$ cat src/rtl/mem_arbiter_if.sv
// Purpose: bundles the fetch port, the data port and the single-port memory bus of mem_arbiter.
// Ports: if_* = fetch read port, dm_* = data read/write port, mem_* = memory bus, busy = arbiter status.
// The slave modport is the arbiter's view. The master modport is the requesters' and memory's view.
interface mem_arbiter_if;
  // fetch port
  logic        if_req;
  logic [31:0] if_addr;
  logic        if_ack;
  logic [31:0] if_rdata;
  // data port
  logic        dm_req;
  logic        dm_we;
  logic [3:0]  dm_be;
  logic [31:0] dm_addr;
  logic [31:0] dm_wdata;
  logic        dm_ack;
  logic [31:0] dm_rdata;
  // memory bus
  logic        mem_en;
  logic        mem_we;
  logic [3:0]  mem_be;
  logic [31:0] mem_addr;
  logic [31:0] mem_wdata;
  logic [31:0] mem_rdata;
  // status
  logic        busy;

  modport slave (
    input  if_req, if_addr, dm_req, dm_we, dm_be, dm_addr, dm_wdata, mem_rdata,
    output if_ack, if_rdata, dm_ack, dm_rdata,
    output mem_en, mem_we, mem_be, mem_addr, mem_wdata, busy
  );

  modport master (
    output if_req, if_addr, dm_req, dm_we, dm_be, dm_addr, dm_wdata, mem_rdata,
    input  if_ack, if_rdata, dm_ack, dm_rdata,
    input  mem_en, mem_we, mem_be, mem_addr, mem_wdata, busy
  );
endinterface

$ cat src/rtl/mem_arbiter.sv
// Purpose: arbitrates a fetch port and a data port onto one single-port memory, one transfer at a time.
// Latency: the ack arrives 2+MEM_LAT cycles after the request is sampled in IDLE.
// Backpressure: a requester holds req until it sees ack. A tie goes to the port not granted last.
// Ports: clk, rst (async, active-high). bus carries the fetch, data and memory signals (slave modport).
module mem_arbiter #(
  parameter int MEM_LAT = 1  // memory read latency, 1..4 cycles
) (
  input logic          clk,
  input logic          rst,
  mem_arbiter_if.slave bus
);

  typedef enum logic [1:0] {IDLE, ISSUE, WAIT, RESP} state_t;

  state_t      state, state_nxt;
  logic [2:0]  cnt, cnt_nxt;
  logic        pick_dm;   // winner if sampled this cycle: 1 = data, 0 = fetch
  logic        take;      // a request is accepted this cycle
  logic        grant_dm;  // port owning the current transfer
  logic        last_dm;   // port granted last. Reset value is fetch.
  logic        lat_we;
  logic [3:0]  lat_be;
  logic [31:0] lat_addr;
  logic [31:0] lat_wdata;

  // Winner selection. On a tie, the port not granted last wins.
  always_comb begin
    pick_dm = bus.dm_req;
    if (bus.if_req && bus.dm_req) begin
      pick_dm = ~last_dm;
    end
  end

  assign take = (state == IDLE) && (bus.if_req || bus.dm_req);

  // state register
  always_ff @(posedge clk or posedge rst) begin
    if (rst) begin
      state <= IDLE;
      cnt   <= 3'd0;
    end else begin
      state <= state_nxt;
      cnt   <= cnt_nxt;
    end
  end

  // next state and strobes
  always_comb begin
    state_nxt   = state;
    cnt_nxt     = cnt;
    bus.mem_en  = 1'b0;
    bus.mem_we  = 1'b0;
    bus.if_ack  = 1'b0;
    bus.dm_ack  = 1'b0;
    bus.busy    = 1'b1;
    case (state)
      IDLE: begin
        bus.busy = 1'b0;
        if (bus.if_req || bus.dm_req) begin
          state_nxt = ISSUE;
        end
      end
      ISSUE: begin
        bus.mem_en = 1'b1;
        bus.mem_we = lat_we;
        cnt_nxt    = 3'(MEM_LAT);
        state_nxt  = WAIT;
      end
      WAIT: begin
        // Read data is valid in the cycle where the count is 1.
        cnt_nxt = cnt - 3'd1;
        if (cnt == 3'd1) begin
          state_nxt = RESP;
        end
      end
      RESP: begin
        bus.if_ack = ~grant_dm;
        bus.dm_ack = grant_dm;
        state_nxt  = IDLE;
      end
      default: state_nxt = IDLE;
    endcase
  end

  // The memory bus fields come from the latched request.
  // They hold their values until the next request is latched.
  assign bus.mem_be    = lat_be;
  assign bus.mem_addr  = lat_addr;
  assign bus.mem_wdata = lat_wdata;

  // request latch, read-data capture, grant history
  always_ff @(posedge clk or posedge rst) begin
    if (rst) begin
      grant_dm     <= 1'b0;
      last_dm      <= 1'b0;
      lat_we       <= 1'b0;
      lat_be       <= 4'h0;
      lat_addr     <= 32'h0;
      lat_wdata    <= 32'h0;
      bus.if_rdata <= 32'h0;
      bus.dm_rdata <= 32'h0;
    end else begin
      if (take) begin
        grant_dm  <= pick_dm;
        // A fetch is always a full-word read.
        lat_we    <= pick_dm & bus.dm_we;
        lat_be    <= pick_dm ? bus.dm_be : 4'hF;
        lat_addr  <= pick_dm ? bus.dm_addr : bus.if_addr;
        lat_wdata <= pick_dm ? bus.dm_wdata : 32'h0;
      end
      if ((state == WAIT) && (cnt == 3'd1)) begin
        if (grant_dm) begin
          // A data write returns zero read data.
          bus.dm_rdata <= lat_we ? 32'h0 : bus.mem_rdata;
        end else begin
          bus.if_rdata <= bus.mem_rdata;
        end
      end
      if (state == RESP) begin
        last_dm <= grant_dm;
      end
    end
  end

endmodule

$ cat src/flat_wrapper.sv
// flat-port wrapper written by rule: the top's interface ports become plain ports
module mem_arbiter_flat 
#(
  parameter int MEM_LAT = 1                                     
)
  (clk, rst, bus_if_req, bus_if_addr, bus_dm_req, bus_dm_we, bus_dm_be, bus_dm_addr, bus_dm_wdata, bus_mem_rdata, bus_if_ack, bus_if_rdata, bus_dm_ack, bus_dm_rdata, bus_mem_en, bus_mem_we, bus_mem_be, bus_mem_addr, bus_mem_wdata, bus_busy);
  mem_arbiter_if bus_i ();
  input logic clk;
  input logic rst;
  input wire logic [$bits(bus_i.if_req)-1:0] bus_if_req;
  input wire logic [$bits(bus_i.if_addr)-1:0] bus_if_addr;
  input wire logic [$bits(bus_i.dm_req)-1:0] bus_dm_req;
  input wire logic [$bits(bus_i.dm_we)-1:0] bus_dm_we;
  input wire logic [$bits(bus_i.dm_be)-1:0] bus_dm_be;
  input wire logic [$bits(bus_i.dm_addr)-1:0] bus_dm_addr;
  input wire logic [$bits(bus_i.dm_wdata)-1:0] bus_dm_wdata;
  input wire logic [$bits(bus_i.mem_rdata)-1:0] bus_mem_rdata;
  output wire logic [$bits(bus_i.if_ack)-1:0] bus_if_ack;
  output wire logic [$bits(bus_i.if_rdata)-1:0] bus_if_rdata;
  output wire logic [$bits(bus_i.dm_ack)-1:0] bus_dm_ack;
  output wire logic [$bits(bus_i.dm_rdata)-1:0] bus_dm_rdata;
  output wire logic [$bits(bus_i.mem_en)-1:0] bus_mem_en;
  output wire logic [$bits(bus_i.mem_we)-1:0] bus_mem_we;
  output wire logic [$bits(bus_i.mem_be)-1:0] bus_mem_be;
  output wire logic [$bits(bus_i.mem_addr)-1:0] bus_mem_addr;
  output wire logic [$bits(bus_i.mem_wdata)-1:0] bus_mem_wdata;
  output wire logic [$bits(bus_i.busy)-1:0] bus_busy;
  assign bus_i.if_req = bus_if_req;
  assign bus_i.if_addr = bus_if_addr;
  assign bus_i.dm_req = bus_dm_req;
  assign bus_i.dm_we = bus_dm_we;
  assign bus_i.dm_be = bus_dm_be;
  assign bus_i.dm_addr = bus_dm_addr;
  assign bus_i.dm_wdata = bus_dm_wdata;
  assign bus_i.mem_rdata = bus_mem_rdata;
  assign bus_if_ack = bus_i.if_ack;
  assign bus_if_rdata = bus_i.if_rdata;
  assign bus_dm_ack = bus_i.dm_ack;
  assign bus_dm_rdata = bus_i.dm_rdata;
  assign bus_mem_en = bus_i.mem_en;
  assign bus_mem_we = bus_i.mem_we;
  assign bus_mem_be = bus_i.mem_be;
  assign bus_mem_addr = bus_i.mem_addr;
  assign bus_mem_wdata = bus_i.mem_wdata;
  assign bus_busy = bus_i.busy;
  mem_arbiter #(.MEM_LAT(MEM_LAT)) u_core (.clk(clk), .rst(rst), .bus(bus_i));
endmodule
$ cat config.mk
export PLATFORM = sky130hd
export DESIGN_NAME = mem_arbiter_flat
export DESIGN_NICKNAME = d
export VERILOG_FILES = /design/src/rtl/mem_arbiter_if.sv /design/src/rtl/mem_arbiter.sv /design/src/flat_wrapper.sv
export SDC_FILE = /design/constraint.sdc
export NUM_CORES = 1
export LEC_CHECK = 0
export ABC_AREA = 1
export ABC_CLOCK_PERIOD_IN_PS = 4400
export CORE_MARGIN = 2
export CORE_UTILIZATION = 39
export DETAILED_ROUTE_END_ITERATION = 10
export GPL_TIMING_DRIVEN = 0
export PLACE_DENSITY = 0.86
export SYNTH_ARGS = -nofsm -noshare
export SYNTH_HDL_FRONTEND = slang
export SYNTH_SLANG_ARGS = --single-unit
$ cat constraint.sdc
create_clock -name clk -period 4.4 [get_ports clk]
set_input_delay 0.66 -clock clk [delete_from_list [all_inputs] [get_ports clk]]
set_output_delay 0.66 -clock clk [all_outputs]
set_load 0.005 [all_outputs]
==> results of run 1 <==
cell usage in the layout, fill, tap and decap left out:
| cell type | count |
|---|---|
| sky130_fd_sc_hd__nand3_2 | 2 |
| sky130_fd_sc_hd__clkinv_4 | 4 |
| sky130_fd_sc_hd__o21ai_0 | 5 |
| sky130_fd_sc_hd__buf_12 | 4 |
| sky130_fd_sc_hd__nor2_4 | 4 |
| sky130_fd_sc_hd__clkbuf_1 | 8 |
| sky130_fd_sc_hd__inv_1 | 108 |
| sky130_fd_sc_hd__nor2_1 | 49 |
| sky130_fd_sc_hd__buf_4 | 13 |
| sky130_fd_sc_hd__clkdlybuf4s50_1 | 272 |
| sky130_fd_sc_hd__clkbuf_8 | 1 |
| sky130_fd_sc_hd__clkinvlp_4 | 4 |
| sky130_fd_sc_hd__buf_6 | 7 |
| sky130_fd_sc_hd__inv_2 | 3 |
| sky130_fd_sc_hd__ha_1 | 7 |
| sky130_fd_sc_hd__dfrtp_1 | 140 |
| sky130_fd_sc_hd__clkbuf_16 | 17 |
| sky130_fd_sc_hd__buf_2 | 12 |
| sky130_fd_sc_hd__nand3_1 | 68 |
| sky130_fd_sc_hd__bufinv_16 | 3 |
| sky130_fd_sc_hd__nand2_1 | 404 |
| sky130_fd_sc_hd__inv_8 | 1 |
| sky130_fd_sc_hd__nand2_2 | 1 |
| sky130_fd_sc_hd__inv_6 | 3 |
flip-flops by register name, indices dropped and copies added, names as in the netlist:
register	count
u_core.bus.mem_be	4
u_core.state	2
u_core.bus.dm_rdata	32
u_core.lat_we	1
u_core.last_dm	1
u_core.bus.mem_addr	32
u_core.cnt	3
u_core.grant_dm	1
u_core.bus.if_rdata	32
u_core.bus.mem_wdata	32
logic make-up after synthesis:
kind of cell / after synthesis / synth area share
fa+ha+maj: 7 / 0.0137
compound gates: 5 / 0.00390
buf+inv: 152 / 0.107
simple gates: 528 / 0.329
flops: 140 / 0.546
worst register-to-register path: stages (launching register included):
cell and delay [ns]:
sky130_fd_sc_hd__dfrtp_1 0.41, sky130_fd_sc_hd__inv_1 0.12, sky130_fd_sc_hd__ha_1 0.23, sky130_fd_sc_hd__nand3_2 0.22
sky130_fd_sc_hd__inv_1 0.23, sky130_fd_sc_hd__buf_4 0.21, sky130_fd_sc_hd__nand2_1 0.08, sky130_fd_sc_hd__nand2_1 0.07
metal layers:
metal,share of wire,wire length [µm],global-route usage,up-vias
met4,0.026,492,0.0902,0
li1,-,-,-,3045
met3,0.084,1590,0.0696,41
met5,0,0,0,-
met2,0.50,9550,0.381,249
met1,0.39,7370,0.253,2818
power by group:
| part | internal, mW | total (mW) | switching, mW |
|---|---|---|---|
| Clock | 0.919 | 1.50 | 0.585 |
| Sequential | 1.90 | 2.25 | 0.356 |
| Combinational | 1.60 | 2.93 | 1.33 |
cell type report:
| cell class | count | share of cell area |
|---|---|---|
| inverters | 112 | 0.0419 |
| plain buffers | 40 | 0.0263 |
| multi-input cells | 540 | 0.220 |
| clock inverters | 14 | 0.0183 |
| well taps | 216 | 0.0267 |
| flip-flops and latches | 140 | 0.346 |
| repair buffers | 276 | 0.277 |
| clock buffers | 18 | 0.0434 |
stage by stage:
stage | instance area [µm²] | worst slack, ns | std cells | hold slack, ns | total power, mW
after floorplan | 6420 | 1.99 | 832 | 0.461 | 3.48
after global placement | 9410 | 0.722 | 1320 | 0.461 | 5.09
after detailed placement | 9490 | 2.15 | 1324 | 0.464 | 5.22
after CTS | 10100 | 1.70 | 1356 | 0.481 | 6.76
after global routing | 10100 | 1.55 | 1356 | 0.490 | 7.14
final | 10100 | 1.72 | 1356 | 0.478 | 6.69
worst max-delay path by stage:
stage,startpoint,end,cells after the start
after floorplan,rst,u_core.bus.dm_rdata[0]$_DFFE_PP0P_,1
after global placement,rst,u_core.bus.dm_rdata[24]$_DFFE_PP0P_,2
after detailed placement,u_core.lat_we$_DFFE_PP0P_,bus_mem_we,5
after CTS,u_core.lat_we$_DFFE_PP0P_,bus_mem_we,5
after global routing,u_core.lat_we$_DFFE_PP0P_,bus_mem_we,5
final,u_core.lat_we$_DFFE_PP0P_,bus_mem_we,5
==> run summary, run 1 <==
========================================================================================================
Run status ................................................................................ finished, final reports clean
Distinct cell type count after synthesis ..................................................           15
Actual transition at the worst max-transition pin .........................................     0.532 ns
Detail-routed net length per standard cell ................................................      14.0 µm
Number of input and output port buffers inserted ..........................................          272
Crit path capture type .................................................................... primary output
Height of the die .........................................................................       132 µm
Worst stage delay on the critical path ....................................................      0.52 ns
Core footprint ............................................................................   16,000 µm²
Syn Inst Count ............................................................................          832
Cell count of the worst hold path .........................................................            2
Number of antenna violations at the first check in global routing .........................            0
CTS buffer count ..........................................................................           17
Pwr Density ...............................................................................   661 nW/µm²
Maximum number of pins on one net before global-route repair ..............................           35
Count of filler cells inserted in the layout ..............................................        1,368
Cell area after technology mapping ........................................................     6410 µm²
Leakage Power .............................................................................      5.29 nW
Global-route congestion overflow total ....................................................            0
Post-cts hold buffer count ................................................................            0
Global-route usage over all layers ........................................................        0.220
Root Buffer Master ........................................................................ sky130_fd_sc_hd__clkbuf_16
Initial Utilization .......................................................................        0.401
Sink of the worst hold path ............................................................... u_core.bus.if_rdata[1]$_DFFE_PP0P_
Count of max-cap constraint violations ....................................................            0
Vias per inst .............................................................................         4.54
Class of the most critical setup path .....................................................   reg -> out
Most frequent cells after synthesis ....................................................... 404 x sky130_fd_sc_hd__nand2_1, 140 x sky130_fd_sc_hd__dfrtp_1, 109 x sky130_fd_sc_hd__inv_1
Synth-to-Final Area Change ................................................................        57.7%
Chip width ................................................................................       132 µm
DRC marker count from the first detailed-route iteration ..................................          315
Area share of the largest cell type after synthesis .......................................        0.546
Flop-to-flop setup slack ..................................................................      2.77 ns
Via total after detailed routing ..........................................................        6,153
Delay-heaviest family, CP ................................................................. buffers and inverters
DIE AREA ..................................................................................   17,500 µm²
Area used by multi-input combinational logic ..............................................     2220 µm²
Clock Sink Count ..........................................................................          140
Number of nets with antenna violations after detailed routing .............................            0
Tcrit/Tclk final ..........................................................................        0.610
Hold Startpoint ........................................................................... u_core.bus.if_rdata[1]$_DFFE_PP0P_
Endpoint of the worst register-to-register path ........................................... u_core.bus.mem_wdata[23]$_DFFE_PP0P_
Element type at the critical path start ...................................................    flip-flop
Number of global-route vias before repair .................................................        6,352
Maximum fanout count along the critical path ..............................................           10
Count of endpoints failing setup in the final report ......................................            0
First-pass GRT wire length ................................................................    30,700 µm
Final design utilization ..................................................................        0.632
Min-Delay Path Class ......................................................................   reg -> reg
Post-cts resize count .....................................................................            0
EDFF count, synth .........................................................................            0
Ys Warns ..................................................................................            0
Buffer levels on the longest clock path ...................................................            2
Residual DRC count ........................................................................            0
Max Freq ..................................................................................    0.373 GHz
Syn Area/Cell .............................................................................     7.71 µm²
Number of top-level pins ..................................................................          274
Arrival time of data at the critical path endpoint ........................................      2.02 ns
Post-Route WL .............................................................................    19,000 µm
CTS H-tree depth ..........................................................................            4
Worst supply voltage drop on vdd ..........................................................     0.302 mV
Depth of the most critical reg-to-reg path ................................................            7
Most used standard cell by instance count after synthesis ................................. sky130_fd_sc_hd__nand2_1
Detailed Routing Iterations Pass 1 ........................................................            7
Area contributors post-synth .............................................................. sky130_fd_sc_hd__dfrtp_1 55%, sky130_fd_sc_hd__nand2_1 24%, sky130_fd_sc_hd__inv_1 6.4%
Post-CTS clock slew at the launch and capture registers of the worst setup and hold paths .      0.06 ns
Worst-skew pair later-pin latency .........................................................      0.42 ns
Crit path required time ...................................................................      3.74 ns
Most area-hungry cell type in the Yosys netlist ........................................... sky130_fd_sc_hd__dfrtp_1
Minimum period implied by the final worst setup slack .....................................      2.68 ns
Layout Nets ...............................................................................        1,271
Fraction of the yosys area taken by sequential cells ......................................        0.546
Num rows ..................................................................................           46
Aggregate negative setup slack ............................................................         0 ns
Number of pins exceeding their max-slew limit in the final report .........................            0
Tightest slew margin relative to the limit ................................................        0.645
Share of synthesized registers carrying an async set or reset .............................         1.00
Weighted congestion at the end of routability-driven global placement .....................        0.852
RSZ-0062 raised after global routing ......................................................        false
Post-Syn Nets .............................................................................          976
Worst clock skew on the final layout ......................................................   0.00732 ns
Diodes inserted ...........................................................................            0
Number of buffer and inverter instances along the worst setup path ........................            4
Synth Register Bits .......................................................................          140
TritonCTS clock tree ......................................................................        built
Top_reg_cell synth ........................................................................ sky130_fd_sc_hd__dfrtp_1
Post-CTS setup buffer count ...............................................................            0
Critical path cell sequence ............................................................... buf_2 -> clkbuf_1 -> nand2_1 -> inv_1 -> clkdlybuf4s50_1
Slowest CP cell ........................................................................... sky130_fd_sc_hd__clkdlybuf4s50_1
Post-detail-place hpwl ....................................................................    14,700 µm
Final hold violation count ................................................................            0
Ratio of cells with drive above 1 in the final layout .....................................       0.0693
Reg2reg start ............................................................................. u_core.state[0]$_DFFE_PP0P_
Total area of sequential cells ............................................................     3500 µm²
========================================================================================================
Note: power is estimated with default switching activity, not from simulation.
==> inputs of run 2 (changes only) <==
ABC_CLOCK_PERIOD_IN_PS = 2540   (was 4400)
CORE_UTILIZATION = 43   (was 39)
PLACE_DENSITY = 0.89   (was 0.86)
clock period = 2.54 ns   (was 4.4 ns; I/O delays follow)
==> run 2 against run 1 <==
Net effect: sequential cell count unchanged; critical path depth unchanged; wire length down 1.8%; largest cell class unchanged; count of clock-buffer cells in the layout up 2; worst hold slack worse by 0.15 ns; register-to-register slack worse by 1.8 ns; combinational power up 73%; global-route usage up 1.8 points; die area down 9.0%; final area down 1.1%.
==> run summary, run 2 (synthesis gave the netlist of run 1 again) <==
========================================================================================================
Run status ................................................................................ finished, final reports clean   unchanged
Min-Delay Path Class ......................................................................    in -> reg   was reg -> reg
Final design utilization ..................................................................        0.689   was 0.632
Count of max-cap constraint violations ....................................................            0   unchanged
Total area of sequential cells ............................................................     3500 µm²   unchanged
Worst-skew pair later-pin latency .........................................................      0.41 ns   was 0.42 ns
Number of top-level pins ..................................................................          274   unchanged
Number of antenna violations at the first check in global routing .........................            0   unchanged
DIE AREA ..................................................................................   15,900 µm²   was 17,500 µm²
Crit path required time ...................................................................      2.16 ns   was 3.74 ns
Layout Nets ...............................................................................        1,269   was 1,271
Crit path capture type .................................................................... primary output   unchanged
First-pass GRT wire length ................................................................    30,400 µm   was 30,700 µm
Switching Power ...........................................................................      3.88 mW   was 2.27 mW
Number of global-route vias before repair .................................................        6,349   was 6,352
Tightest slew margin relative to the limit ................................................        0.601   was 0.645
Initial Utilization .......................................................................        0.441   was 0.401
Class of the most critical setup path .....................................................   reg -> out   unchanged
Chip width ................................................................................       126 µm   was 132 µm
Logic gate share of total power ...........................................................        0.443   was 0.438
Post-cts resize count .....................................................................            0   unchanged
Detailed Routing Iterations Pass 1 ........................................................            4   was 7
Post-cts hold buffer count ................................................................            0   unchanged
Synth-to-Final Area Change ................................................................        56.0%   was 57.7%
Maximum fanout count along the critical path ..............................................            5   was 10
Post-detail-place hpwl ....................................................................    14,300 µm   was 14,700 µm
Residual DRC count ........................................................................            0   unchanged
Minimum period implied by the final worst setup slack .....................................      2.18 ns
Leakage Power .............................................................................      5.26 nW   was 5.29 nW
Fraction of power consumed by the clock network ...........................................        0.215   was 0.225
Tcrit/Tclk final ..........................................................................        0.859
DRC marker count from the first detailed-route iteration ..................................          289   was 315
Max Freq ..................................................................................    0.458 GHz
Count of endpoints failing setup in the final report ......................................            0   unchanged
Number of input and output port buffers inserted ..........................................          272   unchanged
Post-CTS setup buffer count ...............................................................            0   unchanged
Global-route usage over all layers ........................................................        0.239   was 0.220
Global-route congestion overflow total ....................................................            0   unchanged
Final hold violation count ................................................................            0   unchanged
Sequential Power Share ....................................................................        0.342   was 0.337
Flop-to-flop setup slack ..................................................................      0.93 ns   was 2.77 ns
Root Buffer Master ........................................................................ sky130_fd_sc_hd__clkbuf_16   unchanged
Pwr Density ...............................................................................  1140 nW/µm²   was 661 nW/µm²
TritonCTS clock tree ......................................................................        built   unchanged
Via total after detailed routing ..........................................................        6,219   was 6,153
Weighted congestion at the end of routability-driven global placement .....................        0.834   was 0.852
Element type at the critical path start ...................................................    flip-flop   unchanged
Num rows ..................................................................................           44   was 46
Actual transition at the worst max-transition pin .........................................     0.597 ns   was 0.532 ns
Height of the die .........................................................................       126 µm   was 132 µm
Number of nets with antenna violations after detailed routing .............................            0   unchanged
Most common cell after layout, fill and taps aside ........................................ sky130_fd_sc_hd__nand2_1   unchanged
Core footprint ............................................................................   14,500 µm²   was 16,000 µm²
Maximum number of pins on one net before global-route repair ..............................           42   was 35
Highest-count cells in the layout ignoring fill and taps .................................. 404 x sky130_fd_sc_hd__nand2_1, 272 x sky130_fd_sc_hd__clkdlybuf4s50_1, 140 x sky130_fd_sc_hd__dfrtp_1   unchanged
Arrival time of data at the critical path endpoint ........................................      1.80 ns   was 2.02 ns
CTS H-tree depth ..........................................................................            4   unchanged
Worst supply voltage drop on vdd ..........................................................     0.484 mV   was 0.302 mV
Detail-routed net length per standard cell ................................................      14.1 µm   was 14.0 µm
Buffer levels on the longest clock path ...................................................            2   unchanged
Sw frac ...................................................................................        0.339   about the same
Post-CTS clock slew at the launch and capture registers of the worst setup and hold paths .      0.06 ns   about the same
Clock Sink Count ..........................................................................          140   unchanged
Count of filler cells inserted in the layout ..............................................        1,130   was 1,368
Ratio of cells with drive above 1 in the final layout .....................................       0.0668   was 0.0693
RSZ-0062 raised after global routing ......................................................        false   unchanged
Cell-internal power .......................................................................      7.54 mW   was 4.42 mW
Worst hold slack ..........................................................................     0.325 ns   was 0.478 ns
Number of pins exceeding their max-slew limit in the final report .........................            0   unchanged
Post-Route WL .............................................................................    18,700 µm   was 19,000 µm
CTS buffer count ..........................................................................           17   unchanged
Vias per inst .............................................................................         4.70   was 4.54
Diodes inserted ...........................................................................            0   unchanged
Worst clock skew on the final layout ......................................................   0.00904 ns   was 0.00732 ns
Area used by multi-input combinational logic ..............................................     2220 µm²   unchanged
========================================================================================================
==> run 2: path summary, 6_finish.rpt <==
check / from / end / cells after the start
worst max-delay path: u_core.state[1]$_DFFE_PP0P_ / bus_mem_we / 5
worst min-delay path: bus_dm_req / u_core.bus.mem_addr[29]$_DFFE_PP0P_ / 4
worst max register to register: u_core.state[0]$_DFFE_PP0P_ / u_core.bus.mem_wdata[5]$_DFFE_PP0P_ / 7
worst min register to register: u_core.bus.mem_addr[31]$_DFFE_PP0P_ / u_core.bus.mem_addr[31]$_DFFE_PP0P_ / 2
max in group asynchronous: rst / u_core.grant_dm$_DFFE_PP0P_ / 4
min in group asynchronous: rst / u_core.bus.mem_wdata[23]$_DFFE_PP0P_ / 2
==> run 2: worst max-delay path, cell delays in order (launching register included) <==
cell and delay, ns:
sky130_fd_sc_hd__dfrtp_1 0.43, sky130_fd_sc_hd__inv_1 0.10, sky130_fd_sc_hd__ha_1 0.23, sky130_fd_sc_hd__nand2_1 0.07
sky130_fd_sc_hd__inv_1 0.06, sky130_fd_sc_hd__clkdlybuf4s50_1 0.51
==> run 2: per-layer routing <==
metal | wire length (µm) | vias up | global-route usage
met5 | 0 | - | 0
met4 | 526 | 0 | 0.0976
met3 | 1470 | 46 | 0.0748
met2 | 9380 | 257 | 0.421
met1 | 7290 | 2872 | 0.267
li1 | - | 3044 | -
==> run 2: final cells by class <==
class	instances	area share
flip-flops and latches	140	0.350
repair buffers	275	0.278
multi-input cells	540	0.222
clock buffers	20	0.0446
inverters	112	0.0424
plain buffers	39	0.0263
well taps	184	0.0230
clock inverters	12	0.0135
==> run 2: stage by stage <==
step	instance area, µm²	power, mW	setup slack, ns	instances	setup TNS, ns
after floorplan	6420	6.03	0.410	832	0
final	10000	11.4	0.359	1322	0
after global routing	10000	12.2	0.287	1322	0
after CTS	10000	11.5	0.137	1323	0
after detailed placement	9430	9.00	0.537	1291	0
after global placement	9370	8.79	-0.814	1288	-112.69
==> run 2: power by group through the flow <==
stage / registers [mW] / logic (mW) / clock network, mW
floorplan: 3.93 / 2.10 / 0
global placement: 3.88 / 4.91 / 0
detailed placement: 3.91 / 5.09 / 0
CTS: 3.90 / 5.13 / 2.49
global route: 4.02 / 5.59 / 2.58
finish: 3.90 / 5.06 / 2.46
